**config.mk**
```make
export PLATFORM = sky130hd
export DESIGN_NAME = modexp_pipe
export DESIGN_NICKNAME = d
export VERILOG_FILES = /design/src/rtl/modexp_pkg.sv /design/src/rtl/modexp_pipe_modmult.sv /design/src/rtl/modexp_pipe.sv
export SDC_FILE = /design/constraint.sdc
export NUM_CORES = 2
export LEC_CHECK = 0
export ABC_AREA = 1
export ABC_CLOCK_PERIOD_IN_PS = 8360
export BUFFER_PORTS_ARGS = -buffer_cell sky130_fd_sc_hd__buf_2
export CAP_MARGIN = 10
export CORE_UTILIZATION = 54
export DETAILED_ROUTE_END_ITERATION = 10
export PLACE_DENSITY = 0.71
export SLEW_MARGIN = 20
export SYNTH_ARGS = -nofsm -noshare
export SYNTH_HDL_FRONTEND = slang
export SYNTH_SLANG_ARGS = --single-unit
```
**constraint.sdc**
```tcl
create_clock -name clk -period 8.36 [get_ports clk]
set_input_delay 2.09 -clock clk [delete_from_list [all_inputs] [get_ports clk]]
set_output_delay 2.09 -clock clk [all_outputs]
set_load 0.02 [all_outputs]
```
**src/rtl/modexp_pkg.sv**
```systemverilog
// Shared definitions for the modular exponentiation engine.
//   modexp_state_t : control FSM state encoding (also exported for debug).
//   clog2          : constant ceil(log2(v)), used to size step counters.
//   active_bits    : index of the highest set bit + 1 (0 for zero input);
//                    gives the number of exponent bits that actually need
//                    processing. Inputs are zero-extended to LEAD_ONE_MAX
//                    bits, which bounds the supported exponent width.
package modexp_pkg;

  typedef enum logic [2:0] {
    S_IDLE,
    S_SETUP,
    S_MSTART,
    S_MWAIT,
    S_UPDATE,
    S_DONE
  } modexp_state_t;

  localparam int LEAD_ONE_MAX = 256;

  function automatic int clog2(input int v);
    int r;
    r = 0;
    for (int i = 0; i < 31; i++) begin
      if ((1 << i) < v) r = i + 1;
    end
    return r;
  endfunction

  function automatic int unsigned active_bits(input logic [LEAD_ONE_MAX-1:0] v);
    int unsigned n;
    n = 0;
    for (int i = 0; i < LEAD_ONE_MAX; i++) begin
      if (v[i]) n = i + 1;
    end
    return n;
  endfunction

endpackage

```
**src/rtl/modexp_pipe_modmult.sv**
```systemverilog
// modmult_serial: serial modular multiplier, p = a*b mod m.
// Interleaved MSB-first shift-add over the bits of b: per bit r = 2r mod m,
// then r = (r + a) mod m when the bit is set. a, b < m is assumed, so the
// output is always fully reduced. The first bit is consumed on the start
// edge itself; the remaining WIDTH-1 bits take one cycle each, and done
// pulses for one cycle once p holds the final product.
// Ports:
//   clk, reset  : clock, synchronous active-high reset (clears all state)
//   start       : one-cycle pulse latching a, b, m and beginning a product
//   a, b, m     : multiplicand, multiplier, modulus
//   p           : product (valid while done is high, held afterwards)
//   done        : one-cycle completion pulse
module modmult_serial
  import modexp_pkg::*;
#(
  parameter int WIDTH = 32
) (
  input  logic             clk,
  input  logic             reset,
  input  logic             start,
  input  logic [WIDTH-1:0] a,
  input  logic [WIDTH-1:0] b,
  input  logic [WIDTH-1:0] m,
  output logic [WIDTH-1:0] p,
  output logic             done
);

  localparam int CW = clog2(WIDTH + 1);

  logic [WIDTH-1:0] r_q, a_q, b_q, m_q;
  logic [CW-1:0]    cnt;
  logic             busy;

  // One shift-add step. The WIDTH+1 bit temporary absorbs 2r and r+a,
  // both of which stay below 2m.
  function automatic logic [WIDTH-1:0] mm_step(input logic [WIDTH-1:0] r,
                                               input logic [WIDTH-1:0] av,
                                               input logic             bit_i,
                                               input logic [WIDTH-1:0] mv);
    logic [WIDTH:0] t;
    t = {r, 1'b0};
    if (t >= {1'b0, mv}) t = t - {1'b0, mv};
    if (bit_i) begin
      t = t + {1'b0, av};
      if (t >= {1'b0, mv}) t = t - {1'b0, mv};
    end
    return t[WIDTH-1:0];
  endfunction

  always_ff @(posedge clk) begin
    if (reset) begin
      r_q  <= '0;
      a_q  <= '0;
      b_q  <= '0;
      m_q  <= '0;
      cnt  <= '0;
      busy <= 1'b0;
      done <= 1'b0;
    end else begin
      done <= 1'b0;
      if (start) begin
        r_q  <= mm_step('0, a, b[WIDTH-1], m);
        a_q  <= a;
        b_q  <= b << 1;
        m_q  <= m;
        cnt  <= CW'(WIDTH - 1);
        busy <= 1'b1;
      end else if (busy) begin
        r_q <= mm_step(r_q, a_q, b_q[WIDTH-1], m_q);
        b_q <= b_q << 1;
        cnt <= cnt - CW'(1);
        if (cnt == CW'(1)) begin
          busy <= 1'b0;
          done <= 1'b1;
        end
      end
    end
  end

  assign p = r_q;

endmodule

```
**src/rtl/modexp_pipe.sv**
```systemverilog
// modexp_pipe: result = base^exponent mod modulus, right-to-left binary
// exponentiation with a product multiplier and a squarer running together.
// Build option: define MODEXP_CONST_TIME_EN to always process EXP_WIDTH
// exponent bits (data-independent latency); otherwise processing stops after
// the highest set exponent bit.
// Handshakes: a transfer happens on a rising edge where valid and ready are
// both high; valid, once raised, holds its payload until that transfer.
// Ports:
//   clk, reset                 : clock, synchronous active-high reset
//   in_valid/in_ready          : operand handshake (base, exponent, modulus)
//   out_valid/out_ready        : result handshake (result, err)
//   err                        : modulus==0 or base>=modulus; result is 0
//   dbg_state                  : current control FSM state
module modexp_pipe
  import modexp_pkg::*;
#(
  parameter int WIDTH     = 32,
  parameter int EXP_WIDTH = 32
) (
  input  logic                 clk,
  input  logic                 reset,
  input  logic                 in_valid,
  output logic                 in_ready,
  input  logic [WIDTH-1:0]     base,
  input  logic [EXP_WIDTH-1:0] exponent,
  input  logic [WIDTH-1:0]     modulus,
  output logic                 out_valid,
  input  logic                 out_ready,
  output logic [WIDTH-1:0]     result,
  output logic                 err,
  output modexp_state_t        dbg_state
);

  localparam int KW = clog2(EXP_WIDTH + 1);

  modexp_state_t        state, state_nxt;
  logic [WIDTH-1:0]     base_q, mod_q, acc, sq, result_q;
  logic [WIDTH-1:0]     prod, square, acc_init, acc_step;
  logic [EXP_WIDTH-1:0] exp_q, e;
  logic [KW-1:0]        k, k_init;
  logic                 err_q, out_valid_q, op_err, mult_start, done_p, done_s;

  assign op_err   = (mod_q == '0) || (base_q >= mod_q);
  // x^e mod 1 is 0 for every e, including e == 0.
  assign acc_init = (mod_q == WIDTH'(1)) ? '0 : WIDTH'(1);
  assign acc_step = e[0] ? prod : acc;

`ifdef MODEXP_CONST_TIME_EN
  assign k_init = KW'(EXP_WIDTH);
`else
  assign k_init = KW'(active_bits(LEAD_ONE_MAX'(exp_q)));
`endif

  // State register
  always_ff @(posedge clk) begin
    if (reset) state <= S_IDLE;
    else       state <= state_nxt;
  end

  // Next-state logic
  always_comb begin
    state_nxt = state;
    case (state)
      S_IDLE:   if (in_valid) state_nxt = S_SETUP;
      S_SETUP:  state_nxt = (op_err || k_init == '0) ? S_DONE : S_MSTART;
      S_MSTART: state_nxt = S_MWAIT;
      S_MWAIT:  if (done_p && done_s) state_nxt = S_UPDATE;
      S_UPDATE: state_nxt = (k == KW'(1)) ? S_DONE : S_MSTART;
      S_DONE:   if (out_valid_q && out_ready) state_nxt = S_IDLE;
      default:  state_nxt = S_IDLE;
    endcase
  end

  // Outputs decoded from state
  always_comb begin
    in_ready   = (state == S_IDLE) && !reset;
    mult_start = (state == S_MSTART);
  end

  // Datapath. out_valid is registered off DONE so it rises the cycle after
  // DONE is entered and falls on the same edge as the output transfer.
  always_ff @(posedge clk) begin
    if (reset) begin
      base_q      <= '0;
      exp_q       <= '0;
      mod_q       <= '0;
      acc         <= '0;
      sq          <= '0;
      e           <= '0;
      k           <= '0;
      result_q    <= '0;
      err_q       <= 1'b0;
      out_valid_q <= 1'b0;
    end else begin
      out_valid_q <= (state == S_DONE) && !(out_valid_q && out_ready);
      case (state)
        S_IDLE: begin
          if (in_valid) begin
            base_q <= base;
            exp_q  <= exponent;
            mod_q  <= modulus;
          end
        end
        S_SETUP: begin
          err_q <= op_err;
          if (op_err) begin
            result_q <= '0;
          end else begin
            acc      <= acc_init;
            sq       <= base_q;
            e        <= exp_q;
            k        <= k_init;
            result_q <= acc_init;
          end
        end
        S_UPDATE: begin
          acc      <= acc_step;
          result_q <= acc_step;
          sq       <= square;
          e        <= e >> 1;
          k        <= k - KW'(1);
        end
        default: ;
      endcase
    end
  end

  modmult_serial #(.WIDTH(WIDTH)) u_mul (
    .clk   (clk),
    .reset (reset),
    .start (mult_start),
    .a     (acc),
    .b     (sq),
    .m     (mod_q),
    .p     (prod),
    .done  (done_p)
  );

  modmult_serial #(.WIDTH(WIDTH)) u_sqr (
    .clk   (clk),
    .reset (reset),
    .start (mult_start),
    .a     (sq),
    .b     (sq),
    .m     (mod_q),
    .p     (square),
    .done  (done_s)
  );

  assign out_valid = out_valid_q;
  assign result    = result_q;
  assign err       = err_q;
  assign dbg_state = state;

endmodule

```
# Word-level counts from Yosys, hierarchy flattened
# Index checks and enable logic that the tools add are counted.
# word_totals
regBits,473
inputBits,100
output_inout_bits,38
word_cells,172
# classes
add_sub_neg,14
n_lt_le_gt_ge,8
n_eq_ne,13
muxes,89
bitwise,2
n_reduce_logical,20
# op_table
op,count
$mux 32,20
$mux 33,11
$pmux 32 s2,4
$ge 33x32->1,6
$mux 6,31
$add 33x32->33,4
$sub 32x32->32,4
$sub 33x32->33,2
$sub 1x32->33 const A,1
$eq 32x1->1 const B,1
$ge 1x32->1 const A,1
$ge 32x32->1,1
$logic_not 32->1,1
$mux 5,4
$eq 6x1->1 const B,3
$pmux 3 s6,1
$sub 6x1->6 const B,3
$mux 3,5
$pmux 6 s2,1
$mux 1,11
$ne 2x2->1 const B,4
$eq 3x2->1 const B,2
$eq 3x3->1 const B,2
$logic_not 6->1,1
12 further kinds,22

# Longest topological paths before layout
# logic_depth
depth_word,36
ltp_mapped,55
depth_no_buf,54

# Modules after synthesis
# A second synthesis with hierarchy kept.
# unflattened
hier_cells,7103
hier_area_um2,44385.1
# by_module_without_submodules
mod,instances,cells_per_inst,area_each_um2,seq_area_each_um2
modmult_serial at u_sqr,1,2959,17355.4,2702.6
modmult_serial at u_mul,1,2857,16729.8,2702.6
modexp_pipe,1,1287,10299.9,4704.5

# Worst setup path after synthesis
# OpenSTA, ideal clock, no wires.
# synth_timing
path_type,register to register
startpoint,"reg, netlist name u_mul.m_q[1]"
endpoint,"reg u_sqr.r_q[13], in the netlist u_sqr.p[13]"
arrival_ps,6770
t_required_ps,8234
path_slack_ps,1464
stages_incl_launch_ff,49
period_less_slack_ps,6896
cell_sequence,dfxtp_1 -> inv_1 -> ha_1 -> nand2_1 -> nor2_1 -> nand2_1 -> nor4_1 -> a21oi_2 -> nor2_2 -> o21ai_1 -> nand2_1 -> nand2_1 -> nand2_1 -> nand2_1 -> nand2_2 -> inv_1 -> clkbuf_1 -> nor2_1 -> (+13 left out) -> nand2_1 -> xnor2_1 -> inv_1 -> ha_1 -> a21oi_1 -> o21ai_0 -> a221oi_1 -> o21ai_1 -> nand3_1 -> nand2_1 -> a21oi_1 -> nand3_2 -> buf_4 -> buf_6 -> o21ai_0 -> o211ai_1 -> nand2_1 -> a21oi_2
# synth_lines
element,line,source
"end signal, assigned",modexp_pipe_modmult.sv:62,"r_q <= mm_step('0, a, b[WIDTH-1], m);"
"end signal, assigned",modexp_pipe_modmult.sv:69,"r_q <= mm_step(r_q, a_q, b_q[WIDTH-1], m_q);"
"end, declared",modexp_pipe_modmult.sv:30,"logic [WIDTH-1:0] r_q, a_q, b_q, m_q;"

# Final worst setup path
# layout_timing
startpoint,reg u_mul.m_q[8]
endpoint,"reg u_mul.r_q[8], in the netlist u_mul.p[8]"
# layout_between
elab_chain_len,11
elab_cells_between_ends,13
cone_classes,add/sub: 3; order compare: 2; mux: 8
# layout_lines
element,line,source
"start, declared",modexp_pipe_modmult.sv:30,
"start signal, assigned",modexp_pipe_modmult.sv:65,m_q <= m;
$sub 33x32->33 / $ge 33x32->1 (equally long branches),modexp_pipe_modmult.sv:42,"if (t >= {1'b0, mv}) t = t - {1'b0, mv};"
$mux 33,modexp_pipe_modmult.sv:42,
$mux 33,modexp_pipe_modmult.sv:68,end else if (busy) begin
$mux 33,modexp_pipe_modmult.sv:61,if (start) begin
$mux 33,modexp_pipe_modmult.sv:51,if (reset) begin
$add 33x32->33,modexp_pipe_modmult.sv:44,"t = t + {1'b0, av};"
$sub 32x32->32 / $ge 33x32->1 (equally long branches),modexp_pipe_modmult.sv:45,"if (t >= {1'b0, mv}) t = t - {1'b0, mv};"
$mux 32,modexp_pipe_modmult.sv:45,
$mux 32 (*),modexp_pipe_modmult.sv:43,if (bit_i) begin
$mux 32 (*),modexp_pipe_modmult.sv:68,
$mux 32 (*),modexp_pipe_modmult.sv:61,
"end signal, assigned",modexp_pipe_modmult.sv:62,
"end signal, assigned",modexp_pipe_modmult.sv:69,
"end, declared",modexp_pipe_modmult.sv:30,
# Mark *: on every way between the ends. The rest lies on a longest branch, timed or not. The select of a mux whose other input is x is not followed.
# A chain may end at the register's enable or synchronous reset.

==> results.sh <==
export IMPL_syn_area_per_cell_um2=6.72
export IMPL_setup_viol=0
export IMPL_ys_top_cells_by_area="dfxtp_1 (25%), ha_1 (12%), nand2_1 (12%)"
export IMPL_num_rows=96
export IMPL_fin_util_pct=61.0
export IMPL_io_buffers=137
export IMPL_ys_warn_count=0
export IMPL_fin_skew_ns=0.0441
export IMPL_cp_end_kind="flop"
export IMPL_wl_per_cell_um=23.4
export IMPL_htreeDepth=2
export IMPL_critical_path_required_ns=8.84
export IMPL_drtPass1Iterations=9
export IMPL_status="complete, no violations"
export IMPL_grt_max_degree=184
export IMPL_cpMostUsedCell="nand2_1"
export IMPL_route_detailed_drc=0
export IMPL_clk_latency_ns=0.67
export IMPL_routed_wl_mm=156
export IMPL_min_path_type="reg -> reg"
export IMPL_root_buffer="clkbuf_16"
export IMPL_dieHeight_um=266
export IMPL_grt_pass1_vias=36442
export IMPL_synth_top_area_share_pct=25.2
export IMPL_grt_overflow_total=0
export IMPL_cts_tree="yes"
export IMPL_routabilityCongestion=1.03
export IMPL_timing_fmax_mhz=126
export IMPL_grt_antenna_before_repair=6
export IMPL_drt_iter0_markers=5508
export IMPL_ys_ff_latch=473
export IMPL_fin_nets=6147
export IMPL_netlist_area_um2=37500
export IMPL_vias=40431
export IMPL_detail_route_antenna_nets=0
export IMPL_final_layout_size_suffix_gt1_share_pct=9.52
export IMPL_slew_violations=0
export IMPL_io_pins=138
export IMPL_max_cap_violations=0
export IMPL_path_delay_family="simple AND/OR/NAND/NOR gates"
export IMPL_die_width_um=266
export IMPL_yosysUniqueCellTypes=75
export IMPL_cpPeakStageDelay_ns=0.55
export IMPL_synthArstFlopShare_pct=0
export IMPL_hold_violations=0
export IMPL_fin_crit_ns=7.92
export IMPL_nFillCells=6656
export IMPL_critPathSlowestCell="o21ai_0"
export IMPL_grt_pass1_wl_mm=227
export IMPL_gr_usage_all_layers_pct=42.7
export IMPL_tightest_slew_ns=1.23
export IMPL_synth_flop_cell="dfxtp_1"
export IMPL_max_slew_margin_pct=16.9
export IMPL_cts_sinks=473
export IMPL_critical_path_arrival_ns=8.40
export IMPL_vias_per_cell=6.07
export IMPL_synth_edf_count=0
export IMPL_initial_core_util_pct=54.6
export IMPL_area_growth_pct=11.5
export IMPL_cp_buffers_inverters=8
export IMPL_postCtsHoldBufs=0
export IMPL_cts_buffers=55
export IMPL_path_class="reg -> reg"
export IMPL_synth_cells=5587
export IMPL_fin_crit_sh_pct=94.7
export IMPL_dp_hpwl_mm=122
export IMPL_core_area_um2=68700
export IMPL_clkTransAtPathRegs_ns=0.07
export IMPL_yosys_area_top_type="dfxtp_1"
export IMPL_start_kind="flop"
export IMPL_ys_seq_area_share_pct=25.2
export IMPL_syn_nets=6057
export IMPL_clock_path_buffers=3
export IMPL_die_area_um2=70600
export IMPL_r2r_slack_ns=0.44
export IMPL_cp_max_fo=39
-- sequential cells by signal (all words and copies together) (netlist names), 3 cells and up --
| name | flops |
|---|---|
| acc | 32 |
| base_q | 32 |
| dbg_state | 3 |
| e | 32 |
| exp_q | 32 |
| k | 6 |
| mod_q | 32 |
| result | 32 |
| sq | 32 |
| u_mul.a_q | 32 |
| u_mul.b_q | 31 |
| u_mul.cnt | 6 |
| u_mul.m_q | 32 |
| u_mul.p | 32 |
| u_sqr.a_q | 32 |
| u_sqr.b_q | 31 |
| u_sqr.cnt | 6 |
| u_sqr.p | 32 |
-- cells in the final DEF, fill, tap and decap left out, types with 14 or more instances in the layout --
cell type	instances
nor4_1	24
inv_2	14
buf_4	134
ha_1	357
nand3_1	151
nor2_1	353
nor3_1	48
buf_2	136
a221oi_1	16
dfxtp_1	472
nand4_1	46
a21oi_2	45
o21ai_2	27
a211oi_1	17
o211ai_1	74
a21o_1	18
o21bai_1	18
o21ai_0	608
inv_1	508
o21ai_1	80
a31oi_1	112
nand2_1	1182
xor2_1	144
clkbuf_16	57
xnor2_1	144
a21oi_1	721
-- through the flow --
step	hold WS [ns]	TNS [ns]	area, um2	std cells	setup slack [ns]
after floorplan	0.437	0	37500	5587	1.46
after global placement	0.447	-5.00	39500	6542	-0.321
after detailed placement	0.451	-6.80	39500	6542	-0.378
after CTS	0.459	0	41600	6646	0.0755
after global routing	0.472	-0.190	41900	6655	-0.0469
final	0.457	0	41900	6659	0.440
-- worst paths after layout --
| path | start | to | depth (start not counted) |
|---|---|---|---|
| worst max-delay path | u_mul.m_q[8] | u_mul.p[8] | 44 |
| worst min-delay path | u_sqr.b_q[7] | u_sqr.b_q[8] | 2 |
| worst max register to register | u_mul.m_q[8] | u_mul.p[8] | 44 |
| worst min register to register | u_sqr.b_q[7] | u_sqr.b_q[8] | 2 |
-- repair_timing --
item / CTS / global route
setup buffers: 0 / 8
endpoints found under the setup margin: 31 / 64
hold endpoints to repair: 0 / 0
cloned: 0 / 1
gates resized for setup: 5 / 57
pin swaps: 0 / 11
-- cells by family (layout without fill, tap and decap cells) --
group	Yosys count	in the layout	share of synthesized area (%)
XOR/XNOR	292	292	6.88
AND/OR/NAND/NOR	1859	1859	20.2
other	0	4	0
flip-flops	473	473	25.2
adder cells (fa/ha/maj)	370	370	12.5
buffers and inverters	771	908	7.93
AO/OA/AOI/OAI	1822	1822	27.2
-- worst reg2reg max path: cells and delay by family (launching register included) --
kind | cells | cell delay, ns
AO/OA/AOI/OAI | 12 | 2.06
XOR/XNOR | 1 | 0.19
buffers and inverters | 8 | 1.06
adder cells (fa/ha/maj) | 3 | 1.11
AND/OR/NAND/NOR | 20 | 3.00
flip-flops | 1 | 0.31
-- synthesized netlist by cell type (all sizes together), types with 2 or more instances --
library cell	n
a21boi	28
o221ai	10
nor3b	3
buf	42
o22ai	3
nand3b	3
nand4	46
a221oi	18
a41oi	2
dfxtp	473
o21ai	717
nand2	1194
or2	11
clkbuf	201
inv	524
o21bai	20
fa	10
nor4	28
o211ai	75
nor2	361
a21oi	772
xnor2	145
o21a	12
a211oi	18
nor3	50
a31oi	112
clkinv	4
a221o	2
ha	360
nand3	159
xor2	147
o31ai	8
a21o	18
-- routing by layer --
layer / track usage (%) / wire length, um
met1: 58.1 / 65300
met2: 61.4 / 62500
met3: 10.7 / 17900
met4: 23.7 / 9840
met5: 0 / 13
-- layout make-up --
class | count | area (um2) | share of cell area, %
clock buffers | 69 | 1540 | 3.68
clock inverters | 35 | 524 | 1.25
inverters | 528 | 2000 | 4.78
well taps | 931 | 1160 | 2.78
repair buffers | 276 | 1810 | 4.31
multi-input cells | 4343 | 25400 | 60.6
flip-flops and latches | 473 | 9470 | 22.6
diodes | 4 | 10.0 | 0.0239
Power is not shown: default switching activity piles up to over one toggle a cycle in this logic, so the estimate is an artifact.
